**src/rtl/ram_port_master_pkg.sv**
```systemverilog
`default_nettype none
// ============================================================================
//  Module      : ram_port_master_pkg
//  Description : Shared types and constants for the RAM port master slice.
//                Holds the command FSM state encoding and the smallest
//                response FIFO depth that still sustains one beat per cycle.
//  Revision    : 1.0  initial release
// ============================================================================
package ram_port_master_pkg;

    typedef enum logic [0:0] {
        IDLE   = 1'b0,
        RBURST = 1'b1
    } state_e;

    localparam int MIN_RSP_DEPTH = 2;

endpackage : ram_port_master_pkg
`default_nettype wire

```
**src/rtl/ram_port_master_if.sv**
```systemverilog
`default_nettype none
// ============================================================================
//  Module      : ram_port_master_if
//  Description : Bundles the command channel, response channel and RAM port
//                of one ram_port_master instance.
//                  cmd_*  : valid/ready command (single write / read burst)
//                  rsp_*  : valid/ready read response
//                  ram_*  : byte-masked RAM port (dout registered, 1 cycle)
//                modport master : the ram_port_master side
//                modport slave  : the command source / RAM side
//  Revision    : 1.0  initial release
// ============================================================================
interface ram_port_master_if #(
    parameter int DATA_WIDTH = 32,
    parameter int DEPTH      = 16,
    parameter int LEN_WIDTH  = 4
);
    localparam int ADDR_WIDTH = $clog2(DEPTH);
    localparam int BWEN_WIDTH = DATA_WIDTH / 8;

    logic                  cmd_valid;
    logic                  cmd_ready;
    logic                  cmd_wen;
    logic [BWEN_WIDTH-1:0] cmd_bwen;
    logic [ADDR_WIDTH-1:0] cmd_addr;
    logic [LEN_WIDTH-1:0]  cmd_len;
    logic [DATA_WIDTH-1:0] cmd_wdata;

    logic                  rsp_valid;
    logic                  rsp_ready;
    logic [DATA_WIDTH-1:0] rsp_rdata;
    logic                  rsp_last;

    logic                  ram_cen;
    logic                  ram_wen;
    logic [BWEN_WIDTH-1:0] ram_bwen;
    logic [ADDR_WIDTH-1:0] ram_addr;
    logic [DATA_WIDTH-1:0] ram_din;
    logic [DATA_WIDTH-1:0] ram_dout;

    modport master (
        input  cmd_valid, cmd_wen, cmd_bwen, cmd_addr, cmd_len, cmd_wdata,
        output cmd_ready,
        output rsp_valid, rsp_rdata, rsp_last,
        input  rsp_ready,
        output ram_cen, ram_wen, ram_bwen, ram_addr, ram_din,
        input  ram_dout
    );

    modport slave (
        output cmd_valid, cmd_wen, cmd_bwen, cmd_addr, cmd_len, cmd_wdata,
        input  cmd_ready,
        input  rsp_valid, rsp_rdata, rsp_last,
        output rsp_ready,
        input  ram_cen, ram_wen, ram_bwen, ram_addr, ram_din,
        output ram_dout
    );

endinterface : ram_port_master_if
`default_nettype wire

```
**src/rtl/ram_port_master_rsp_fifo.sv**
```systemverilog
`default_nettype none
// ============================================================================
//  Module      : ram_rsp_fifo
//  Description : Small synchronous FIFO holding read responses. Head is read
//                straight from storage (no write-to-read bypass).
//                  clock/reset_n : clock, async active-low reset (flush)
//                  push/push_data: write one entry
//                  pop/pop_data  : remove head / head entry
//                  count/full/empty : occupancy status
//  Revision    : 1.0  initial release
// ============================================================================
module ram_rsp_fifo #(
    parameter int WIDTH = 33,
    parameter int DEPTH = 2
) (
    input  wire                         clock,
    input  wire                         reset_n,
    input  wire                         push,
    input  wire  [WIDTH-1:0]            push_data,
    input  wire                         pop,
    output logic [WIDTH-1:0]            pop_data,
    output logic [$clog2(DEPTH+1)-1:0]  count,
    output logic                        full,
    output logic                        empty
);
    localparam int PTR_WIDTH = (DEPTH > 1) ? $clog2(DEPTH) : 1;
    localparam int CNT_WIDTH = $clog2(DEPTH + 1);
    localparam logic [PTR_WIDTH-1:0] LAST_IDX = PTR_WIDTH'(DEPTH - 1);

    logic [WIDTH-1:0]     mem_q [DEPTH];
    logic [WIDTH-1:0]     mem_d [DEPTH];
    logic [PTR_WIDTH-1:0] wr_ptr_q, wr_ptr_d;
    logic [PTR_WIDTH-1:0] rd_ptr_q, rd_ptr_d;
    logic [CNT_WIDTH-1:0] count_q, count_d;
    logic                 do_push;
    logic                 do_pop;

    // Depth need not be a power of two, so pointers wrap explicitly.
    function automatic logic [PTR_WIDTH-1:0] ptr_inc(input logic [PTR_WIDTH-1:0] p);
        return (p == LAST_IDX) ? '0 : p + PTR_WIDTH'(1);
    endfunction

    always_comb begin
        full     = (count_q == CNT_WIDTH'(DEPTH));
        empty    = (count_q == '0);
        count    = count_q;
        pop_data = mem_q[rd_ptr_q];
        do_pop   = pop && !empty;
        // A push into a full FIFO is legal only when the head leaves this cycle.
        do_push  = push && (!full || do_pop);
    end

    always_comb begin
        mem_d    = mem_q;
        wr_ptr_d = wr_ptr_q;
        rd_ptr_d = rd_ptr_q;
        count_d  = count_q;
        if (do_push) begin
            mem_d[wr_ptr_q] = push_data;
            wr_ptr_d        = ptr_inc(wr_ptr_q);
        end
        if (do_pop) begin
            rd_ptr_d = ptr_inc(rd_ptr_q);
        end
        count_d = count_q + CNT_WIDTH'(do_push) - CNT_WIDTH'(do_pop);
    end

    always_ff @(posedge clock or negedge reset_n) begin
        if (!reset_n) begin
            mem_q    <= '{default: '0};
            wr_ptr_q <= '0;
            rd_ptr_q <= '0;
            count_q  <= '0;
        end else begin
            mem_q    <= mem_d;
            wr_ptr_q <= wr_ptr_d;
            rd_ptr_q <= rd_ptr_d;
            count_q  <= count_d;
        end
    end

endmodule : ram_rsp_fifo
`default_nettype wire

```
**src/rtl/ram_port_master.sv**
```systemverilog
`default_nettype none
// ============================================================================
//  Module      : ram_port_master
//  Description : Initiator for one port of a byte-masked RAM with 1-cycle
//                registered read latency. Turns single writes and
//                incrementing read bursts into RAM cycles and returns read
//                data through a credit-controlled response FIFO.
//                  clock   : rising-edge clock
//                  reset_n : async active-low reset
//                  bus     : cmd / rsp channels and RAM port (master view)
//  Revision    : 1.0  initial release
// ============================================================================
module ram_port_master
    import ram_port_master_pkg::*;
#(
    parameter int DATA_WIDTH = 32,
    parameter int DEPTH      = 16,
    parameter int LEN_WIDTH  = 4,
    parameter int RSP_DEPTH  = 2
) (
    input  wire               clock,
    input  wire               reset_n,
    ram_port_master_if.master bus
);
    localparam int ADDR_WIDTH    = $clog2(DEPTH);
    localparam int BWEN_WIDTH    = DATA_WIDTH / 8;
    localparam int RSP_DEPTH_EFF = (RSP_DEPTH < MIN_RSP_DEPTH) ? MIN_RSP_DEPTH : RSP_DEPTH;
    localparam int CNT_WIDTH     = $clog2(RSP_DEPTH_EFF + 1);
    localparam int FIFO_WIDTH    = DATA_WIDTH + 1;

    state_e                state_q, state_d;
    logic [ADDR_WIDTH-1:0] next_addr_q, next_addr_d;
    logic [LEN_WIDTH-1:0]  remaining_q, remaining_d;
    logic                  inflight_q, inflight_d;
    logic                  last_q, last_d;

    logic [CNT_WIDTH-1:0]  fifo_count;
    logic                  fifo_full;
    logic                  fifo_empty;
    logic [FIFO_WIDTH-1:0] fifo_head;
    logic                  fifo_push;
    logic                  rsp_pop;

    logic [CNT_WIDTH:0]    occupancy;
    logic                  credit_ok;
    logic                  accept;
    logic                  issue_write;
    logic                  issue_read;
    logic                  issue_last;
    logic [ADDR_WIDTH-1:0] issue_addr;

    // ---------------------------------------------------------------- state
    always_ff @(posedge clock or negedge reset_n) begin
        if (!reset_n) begin
            state_q     <= IDLE;
            next_addr_q <= '0;
            remaining_q <= '0;
            inflight_q  <= 1'b0;
            last_q      <= 1'b0;
        end else begin
            state_q     <= state_d;
            next_addr_q <= next_addr_d;
            remaining_q <= remaining_d;
            inflight_q  <= inflight_d;
            last_q      <= last_d;
        end
    end

    // ------------------------------------------------------------ next state
    always_comb begin
        state_d     = state_q;
        next_addr_d = next_addr_q;
        remaining_d = remaining_q;
        inflight_d  = issue_read;
        last_d      = issue_last;
        case (state_q)
            IDLE: begin
                if (accept && !bus.cmd_wen && (bus.cmd_len != '0)) begin
                    state_d     = RBURST;
                    next_addr_d = bus.cmd_addr + ADDR_WIDTH'(1);
                    remaining_d = bus.cmd_len;
                end
            end
            RBURST: begin
                if (issue_read) begin
                    next_addr_d = next_addr_q + ADDR_WIDTH'(1);
                    remaining_d = remaining_q - LEN_WIDTH'(1);
                    if (remaining_q == LEN_WIDTH'(1)) begin
                        state_d = IDLE;
                    end
                end
            end
            default: state_d = IDLE;
        endcase
    end

    // --------------------------------------------------------------- outputs
    always_comb begin
        rsp_pop = !fifo_empty && bus.rsp_ready;

        // An issue now lands in the FIFO next cycle; an entry popped now is
        // gone by then, so a concurrent pop counts as free space. This keeps
        // one beat per cycle flowing with a two-entry FIFO.
        occupancy = (CNT_WIDTH+1)'(fifo_count) + (CNT_WIDTH+1)'(inflight_q)
                  - (CNT_WIDTH+1)'(rsp_pop);
        credit_ok = occupancy < (CNT_WIDTH+1)'(RSP_DEPTH_EFF);

        // Gated by reset_n so the port is quiet while reset is held.
        bus.cmd_ready = reset_n && (state_q == IDLE) && credit_ok;
        accept        = bus.cmd_valid && bus.cmd_ready;

        issue_write = accept && bus.cmd_wen;
        issue_read  = (accept && !bus.cmd_wen)
                   || (reset_n && (state_q == RBURST) && credit_ok);
        issue_addr  = accept ? bus.cmd_addr : next_addr_q;
        issue_last  = accept ? (bus.cmd_len == '0)
                             : (remaining_q == LEN_WIDTH'(1));
        if (!issue_read) begin
            issue_last = 1'b0;
        end

        bus.ram_cen  = issue_write || issue_read;
        bus.ram_wen  = issue_write;
        bus.ram_bwen = issue_write ? bus.cmd_bwen : '0;
        bus.ram_addr = (issue_write || issue_read) ? issue_addr : '0;
        bus.ram_din  = issue_write ? bus.cmd_wdata : '0;

        // RAM data for a read issued last cycle is captured now.
        fifo_push     = inflight_q && (!fifo_full || rsp_pop);
        bus.rsp_valid = !fifo_empty;
        bus.rsp_rdata = fifo_head[FIFO_WIDTH-1:1];
        bus.rsp_last  = fifo_head[0];
    end

    ram_rsp_fifo #(
        .WIDTH (FIFO_WIDTH),
        .DEPTH (RSP_DEPTH_EFF)
    ) u_rsp_fifo (
        .clock     (clock),
        .reset_n   (reset_n),
        .push      (fifo_push),
        .push_data ({bus.ram_dout, last_q}),
        .pop       (rsp_pop),
        .pop_data  (fifo_head),
        .count     (fifo_count),
        .full      (fifo_full),
        .empty     (fifo_empty)
    );

endmodule : ram_port_master
`default_nettype wire

```
**src/flat_wrapper.sv**
```systemverilog
// flat-port wrapper written by rule: the top's interface ports become plain ports
module ram_port_master_flat import ram_port_master_pkg::*;
#(
    parameter int DATA_WIDTH = 32,
    parameter int DEPTH      = 16,
    parameter int LEN_WIDTH  = 4,
    parameter int RSP_DEPTH  = 2
)
  (clock, reset_n, bus_cmd_valid, bus_cmd_wen, bus_cmd_bwen, bus_cmd_addr, bus_cmd_len, bus_cmd_wdata, bus_cmd_ready, bus_rsp_valid, bus_rsp_rdata, bus_rsp_last, bus_rsp_ready, bus_ram_cen, bus_ram_wen, bus_ram_bwen, bus_ram_addr, bus_ram_din, bus_ram_dout);
  ram_port_master_if #(.DATA_WIDTH(DATA_WIDTH), .DEPTH(DEPTH), .LEN_WIDTH(LEN_WIDTH)) bus_i ();
  input  wire clock;
  input  wire reset_n;
  input wire logic [$bits(bus_i.cmd_valid)-1:0] bus_cmd_valid;
  input wire logic [$bits(bus_i.cmd_wen)-1:0] bus_cmd_wen;
  input wire logic [$bits(bus_i.cmd_bwen)-1:0] bus_cmd_bwen;
  input wire logic [$bits(bus_i.cmd_addr)-1:0] bus_cmd_addr;
  input wire logic [$bits(bus_i.cmd_len)-1:0] bus_cmd_len;
  input wire logic [$bits(bus_i.cmd_wdata)-1:0] bus_cmd_wdata;
  output wire logic [$bits(bus_i.cmd_ready)-1:0] bus_cmd_ready;
  output wire logic [$bits(bus_i.rsp_valid)-1:0] bus_rsp_valid;
  output wire logic [$bits(bus_i.rsp_rdata)-1:0] bus_rsp_rdata;
  output wire logic [$bits(bus_i.rsp_last)-1:0] bus_rsp_last;
  input wire logic [$bits(bus_i.rsp_ready)-1:0] bus_rsp_ready;
  output wire logic [$bits(bus_i.ram_cen)-1:0] bus_ram_cen;
  output wire logic [$bits(bus_i.ram_wen)-1:0] bus_ram_wen;
  output wire logic [$bits(bus_i.ram_bwen)-1:0] bus_ram_bwen;
  output wire logic [$bits(bus_i.ram_addr)-1:0] bus_ram_addr;
  output wire logic [$bits(bus_i.ram_din)-1:0] bus_ram_din;
  input wire logic [$bits(bus_i.ram_dout)-1:0] bus_ram_dout;
  assign bus_i.cmd_valid = bus_cmd_valid;
  assign bus_i.cmd_wen = bus_cmd_wen;
  assign bus_i.cmd_bwen = bus_cmd_bwen;
  assign bus_i.cmd_addr = bus_cmd_addr;
  assign bus_i.cmd_len = bus_cmd_len;
  assign bus_i.cmd_wdata = bus_cmd_wdata;
  assign bus_cmd_ready = bus_i.cmd_ready;
  assign bus_rsp_valid = bus_i.rsp_valid;
  assign bus_rsp_rdata = bus_i.rsp_rdata;
  assign bus_rsp_last = bus_i.rsp_last;
  assign bus_i.rsp_ready = bus_rsp_ready;
  assign bus_ram_cen = bus_i.ram_cen;
  assign bus_ram_wen = bus_i.ram_wen;
  assign bus_ram_bwen = bus_i.ram_bwen;
  assign bus_ram_addr = bus_i.ram_addr;
  assign bus_ram_din = bus_i.ram_din;
  assign bus_i.ram_dout = bus_ram_dout;
  ram_port_master #(.DATA_WIDTH(DATA_WIDTH), .DEPTH(DEPTH), .LEN_WIDTH(LEN_WIDTH), .RSP_DEPTH(RSP_DEPTH)) u_core (.clock(clock), .reset_n(reset_n), .bus(bus_i));
endmodule
```
**config.mk**
```make
export PLATFORM = sky130hd
export DESIGN_NAME = ram_port_master_flat
export DESIGN_NICKNAME = d
export VERILOG_FILES = /design/src/rtl/ram_port_master_pkg.sv /design/src/rtl/ram_port_master_if.sv /design/src/rtl/ram_port_master_rsp_fifo.sv /design/src/rtl/ram_port_master.sv /design/src/flat_wrapper.sv
export SDC_FILE = /design/constraint.sdc
export NUM_CORES = 1
export LEC_CHECK = 0
export ABC_AREA = 1
export CORE_ASPECT_RATIO = 1.4
export CORE_UTILIZATION = 48
export DETAILED_ROUTE_END_ITERATION = 8
export GPL_ROUTABILITY_DRIVEN = 0
export PLACE_DENSITY_LB_ADDON = 0.3
export SLEW_MARGIN = 20
export SYNTH_ARGS = -nofsm -noshare
export SYNTH_HDL_FRONTEND = slang
export SYNTH_SLANG_ARGS = --single-unit
```
**constraint.sdc**
```tcl
create_clock -name clock -period 6.5 [get_ports clock]
set_input_delay 0.65 -clock clock [delete_from_list [all_inputs] [get_ports clock]]
set_output_delay 0.65 -clock clock [all_outputs]
set_load 0.05 [all_outputs]
```
==> metrics.cfg <==
[global_route]
overflow=0
grt_max_degree=68
antenna_found_initial=0
grt_pass1_vias=3921
grt_usage_pct=24.5
grt_pass1_wl_mm=17.3

[clock_network]
cts_tree=done
hold_buffers=0
numCtsBuffers=9
cts_setup_buffers=0
cts.path.max_buffers=2
insertion_delay_ns=0.33
cts.sink_count=81
clockRootBuffer=clkbuf_16
cts.htree.levels=3
ctsResizeCount=0
clk_pin_slew_worst_paths_ns=0.06

[logic_synthesis]
synth_seq_cells=81
yosysTopAreaCell=dfrtp_1
synth.distinct_cells=26
netlist_top_cells_area=dfrtp_1 48%, nand2_1 19%, inv_1 8.2%
synth_top_area_share_pct=48.2
syn_area_um2=4200
synth_cells=574
synth_warnings=0
ys_seq_area_share_pct=48.2
synth_area_per_cell_um2=7.32
synth_fp_nets=662

[critical_path]
cp-end-kind=output port
cp_max_fo=37
path_buf_inv=3
cpMostUsedCell=clkdlybuf4s50_1
path_cells=clkdlybuf4s50_1 > nand2_4 > inv_1 > ha_1 > or2_2 > fa_1 > nand3_1 > nor2_4 > nand3_2 > nor2_1 > clkdlybuf4s50_1
path_class=in -> out
critPathMaxStageDelay_ns=0.86
startpoint=bus_rsp_ready
r2r-start=u_core.u_rsp_fifo.count[1]$_DFF_PN0_
slowest_stage=clkdlybuf4s50_1
cp.required_ns=5.85
start_kind=primary input
crit_family=simple AND/OR/NAND/NOR gates
worst-endpoint-arrival_ns=4.28

[layout]
final_cell_area_um2=6050
multi_input_area_um2=1690
regArea_um2=2030
layout-drive-gt1-share_pct=4.58
antenna_cells=0
syn_to_final_growth_pct=44.0
fill_cells=655
fin_nets=804

[placement]
preCtsSetupSlack_ns=1.55
place_area_um2=5780
place.port_buffers=157
hpwl_mm=7.41

[die]
die_w_um=81.1
dieArea_um2=9140
io_pins=158
dieHeight_um=113
rows=40
start_util_pct=49.1
core_area_um2=8560

[power_and_ir_drop]
peakVddDrop_uv=434
power.leakage_nw=3.18
powerDensity_nw_per_um2=486
total_power_w=0.00294

[sta]
min_period_ns=4.93
max_freq_mhz=203
rsz0062_at_grt=false
tightest_slew_ns=0.737
slew_headroom_pct=50.9
period_share_pct=75.8
fin_skew_ns=0.00195
fin_setup_tns_ns=0
setup_violations=0
slew_viol_final=0
fin_ws_ns=1.57
hold_violations=0

[detailed_routing]
drtPass1Iterations=5
num_vias=4029
ant_nets=0
avgViaCountPerCell=4.88
routed_wl_mm=10.4
post-route-drc-count=0
routedWlPerCell_um=12.7
drtIter0Drc=227

[worst_hold_path]
hp-class=in -> async

[job]
maxCapViolCount=0

[outcome]
outcome=finished clean

==> worst register-to-register path: cells and delay by family (launching register included) <==
family                     cells  cell delay, ns
buffers and inverters          3            0.22
and+or+nand+nor                7            1.35
DFF                            1            0.44
adders and majority gates      2            0.76
==> final timing paths <==
path	slack, ns	to	cells after the start
worst max-delay path	1.57	bus_ram_din[8]	11
max in group asynchronous	5.27	u_core.u_rsp_fifo.mem_q[2]$_DFFE_PN0P_	2
worst min-delay path	0.28	u_core.u_rsp_fifo.mem_q[26]$_DFFE_PN0P_	1
min in group clock	0.48	u_core.u_rsp_fifo.mem_q[42]$_DFFE_PN0P_	2
worst max register to register	3.63	u_core.state_q$_DFF_PN0_	12
worst min register to register	0.48	u_core.u_rsp_fifo.mem_q[42]$_DFFE_PN0P_	2
==> registers in the layout, summed over array words and instances, names as in the netlist <==
| register | cells |
|---|---|
| u_core.u_rsp_fifo.wr_ptr_q | 1 |
| u_core.state_q | 1 |
| u_core.u_rsp_fifo.mem_q | 66 |
| u_core.u_rsp_fifo.count | 2 |
| u_core.u_rsp_fifo.rd_ptr_q | 1 |
| u_core.next_addr_q | 4 |
| u_core.remaining_q | 4 |
| u_core.inflight_q | 1 |
| u_core.last_q | 1 |
==> stage by stage <==
stage	util, %	cells	hold WS (ns)
after detailed placement	67.5	810	0.469
after CTS	70.6	825	0.285
after global placement	67.5	810	0.465
after global routing	70.7	825	0.315
final	70.7	825	0.280
after floorplan	-	574	0.354
==> cells in the mapped netlist, drive strengths merged <==
master  instances
ha              6
nand4           2
clkbuf         17
fa              1
xnor2           1
nand3          14
or2             2
o21ai          80
xor2            5
dfrtp          81
nand2         215
a21oi           2
nor2           43
buf            11
clkinv          1
inv            93
==> routing by layer <==
layer | up-vias | track usage (%) | part of all wire (%)
met2 | 161 | 45.1 | 53
li1 | 2006 | - | -
met3 | 14 | 5.40 | 5.9
met4 | 0 | 8.69 | 1.9
met1 | 1848 | 26.9 | 39
met5 | - | 0 | 0
==> where the power goes <==
part | switching, W | internal [W] | leakage (nW) | total [W]
clock network | 0.000186 | 0.000264 | 0.135 | 0.000449
logic | 0.00108 | 0.000547 | 2.02 | 0.00163
registers | 0.000135 | 0.000728 | 1.02 | 0.000863
total | 0.00140 | 0.00154 | 3.18 | 0.00294
==> layout make-up <==
type	count	share of cell area (%)
inverter	94	5.83
sequential	81	33.5
multi-input combinational	371	27.9
tap	105	2.17
clock buffer	11	4.01
clock inverter	4	0.331
timing repair buffer	159	26.2
==> logic make-up after synthesis <==
group	Yosys count	synth area share, %
compound gates	82	10.1
xor+xnor	6	1.25
fa+ha+maj	7	2.26
buf+inv	122	11.8
flops	81	48.2
simple gates	276	26.3
==> layout by cell type, fill, tap and decap left out, drive strengths merged <==
master	n
or2	2
nand4	2
buf	3
a21oi	2
ha	6
xor2	5
inv	94
nand2	215
dfrtp	81
o21ai	80
nor2	43
fa	1
nand3	14
clkbuf	11
clkinv	4
xnor2	1
clkdlybuf4s50	156
Note: power is estimated with default switching activity, not from simulation.
==> edit, RTL diff (config.mk and constraints unchanged) <==
`DEPTH` is set to 16 in 3 places; all go to 8.
--- a/src/rtl/ram_port_master_if.sv
+++ b/src/rtl/ram_port_master_if.sv
@@ -14,3 +14,3 @@
     parameter int DATA_WIDTH = 32,
-    parameter int DEPTH      = 16,
+    parameter int DEPTH      = 8,
     parameter int LEN_WIDTH  = 4
--- a/src/rtl/ram_port_master.sv
+++ b/src/rtl/ram_port_master.sv
@@ -16,3 +16,3 @@
     parameter int DATA_WIDTH = 32,
-    parameter int DEPTH      = 16,
+    parameter int DEPTH      = 8,
     parameter int LEN_WIDTH  = 4,
--- a/src/flat_wrapper.sv
+++ b/src/flat_wrapper.sv
@@ -4,3 +4,3 @@
     parameter int DATA_WIDTH = 32,
-    parameter int DEPTH      = 16,
+    parameter int DEPTH      = 8,
     parameter int LEN_WIDTH  = 4,
Interface: changed (resized bus_cmd_addr and bus_ram_addr); port bits go from 158 to 156. The function was not compared with the original's and may differ.
==> edit against the original RTL <==
  * Count of clock-buffer cells in the layout is 1 higher
  * Synthesized cell count fell by 2.4%
  * Fmax fell by 0.79%
  * Final cell count shrank 1.9%
  * Design area decreased by 0.68%
  * Total power grew 2.2%
  * Synthesized area fell by 2.2%
  * Sequential cell count fell by 1
  * Core utilization up 2.2 points
  * Highest routed layer unchanged
  * Routed wire length shrank 0.74%
  * Worst setup slack worse by 0.039 ns
  * Via count shrank 3.0%
  * Global-route usage shrank 0.45 points
==> edit: results <==
[outcome]
status = finished, final reports clean

[power_and_ir_drop]
p_leak_nw = 3.14
vdd_drop_max_v = 0.000354
intPower_mw = 1.61
clock_power_mw = 0.552

[place]
dp_hpwl_um = 7160
port_buffers = 155

[worst_setup_path]
cp-endpoint = bus_ram_din[9]
arrival_ns = 4.32
r2r_cells = 13
ff2ff_setup_slack_ns = 3.60
reg2reg_to = u_core.next_addr_q[1]

[synthesis]
synth_compound_area_share_pct = 9.99
synthTopCellsByCount = nand2_1, inv_1, dfrtp_1, o21ai_0, nor2_1
synth_xor_area_share_pct = 1.07
synthArstFlopShare_pct = 100
synth_adder_area_share_pct = 2.31
synth_area_leaders = dfrtp_1, nand2_1, inv_1, o21ai_0, nor2_1

[global_route]
grt_pass1_wl_um = 16900
grt_pass1_vias = 3776
grtUsageMet2_pct = 42.4
grt_usage_pct = 24.1
use_met1_pct = 29.6
grt_util_met3_pct = 4.02

[finish]
seq_cell_count = 80
n_all_inverters = 92
buffers = 157
n_fill_cell = 651
n_clock_buffer = 12
multi_input_area_share_pct = 27.2
top_regs = u_core.u_rsp_fifo.mem_q: 66 flops, u_core.remaining_q: 4 flops, u_core.next_addr_q: 3 flops
multi_input_gates = 362
drive_gt1_share_pct = 4.81
clk_share_pct = 5.54
final-nonclk-buf-share_pct = 26.0

[detailed_routing]
wl_met2_um = 5560
met3WireLength_um = 432
drt_iter0_drc = 231
dr.pass1.iters = 4
vias_per_cell = 4.83
wl_met1_um = 4240

[sta]
fin_worst_skew_ns = 0.00465
hold_slack_ns = 0.274
tightestPinTransition_ns = 0.724

[clock_tree]
clk_pin_slew_worst_paths_ns = 0.06
htree_levels = 3
## edit: worst max-delay path: stages
cell             delay [ns]
clkdlybuf4s50_1        0.42
nand2_2                0.11
inv_1                  0.05
ha_1                   0.25
or2_2                  0.30
fa_1                   0.52
nand3_1                0.09
nor2_2                 0.20
nand3_2                0.54
nor2_1                 0.30
clkdlybuf4s50_1        0.87
## edit: stage by stage
step / utilization, % / instances / instance area [um^2] / power (mW) / setup slack [ns]
floorplan: - / 560 / 4110 / 1.96 / 2.24
global placement: 68.7 / 793 / 5670 / 2.40 / 1.68
detailed placement: 68.7 / 793 / 5670 / 2.46 / 1.54
CTS: 72.8 / 809 / 6000 / 3.02 / 1.52
global route: 72.8 / 809 / 6010 / 3.20 / 1.31
finish: 72.8 / 809 / 6010 / 3.00 / 1.53
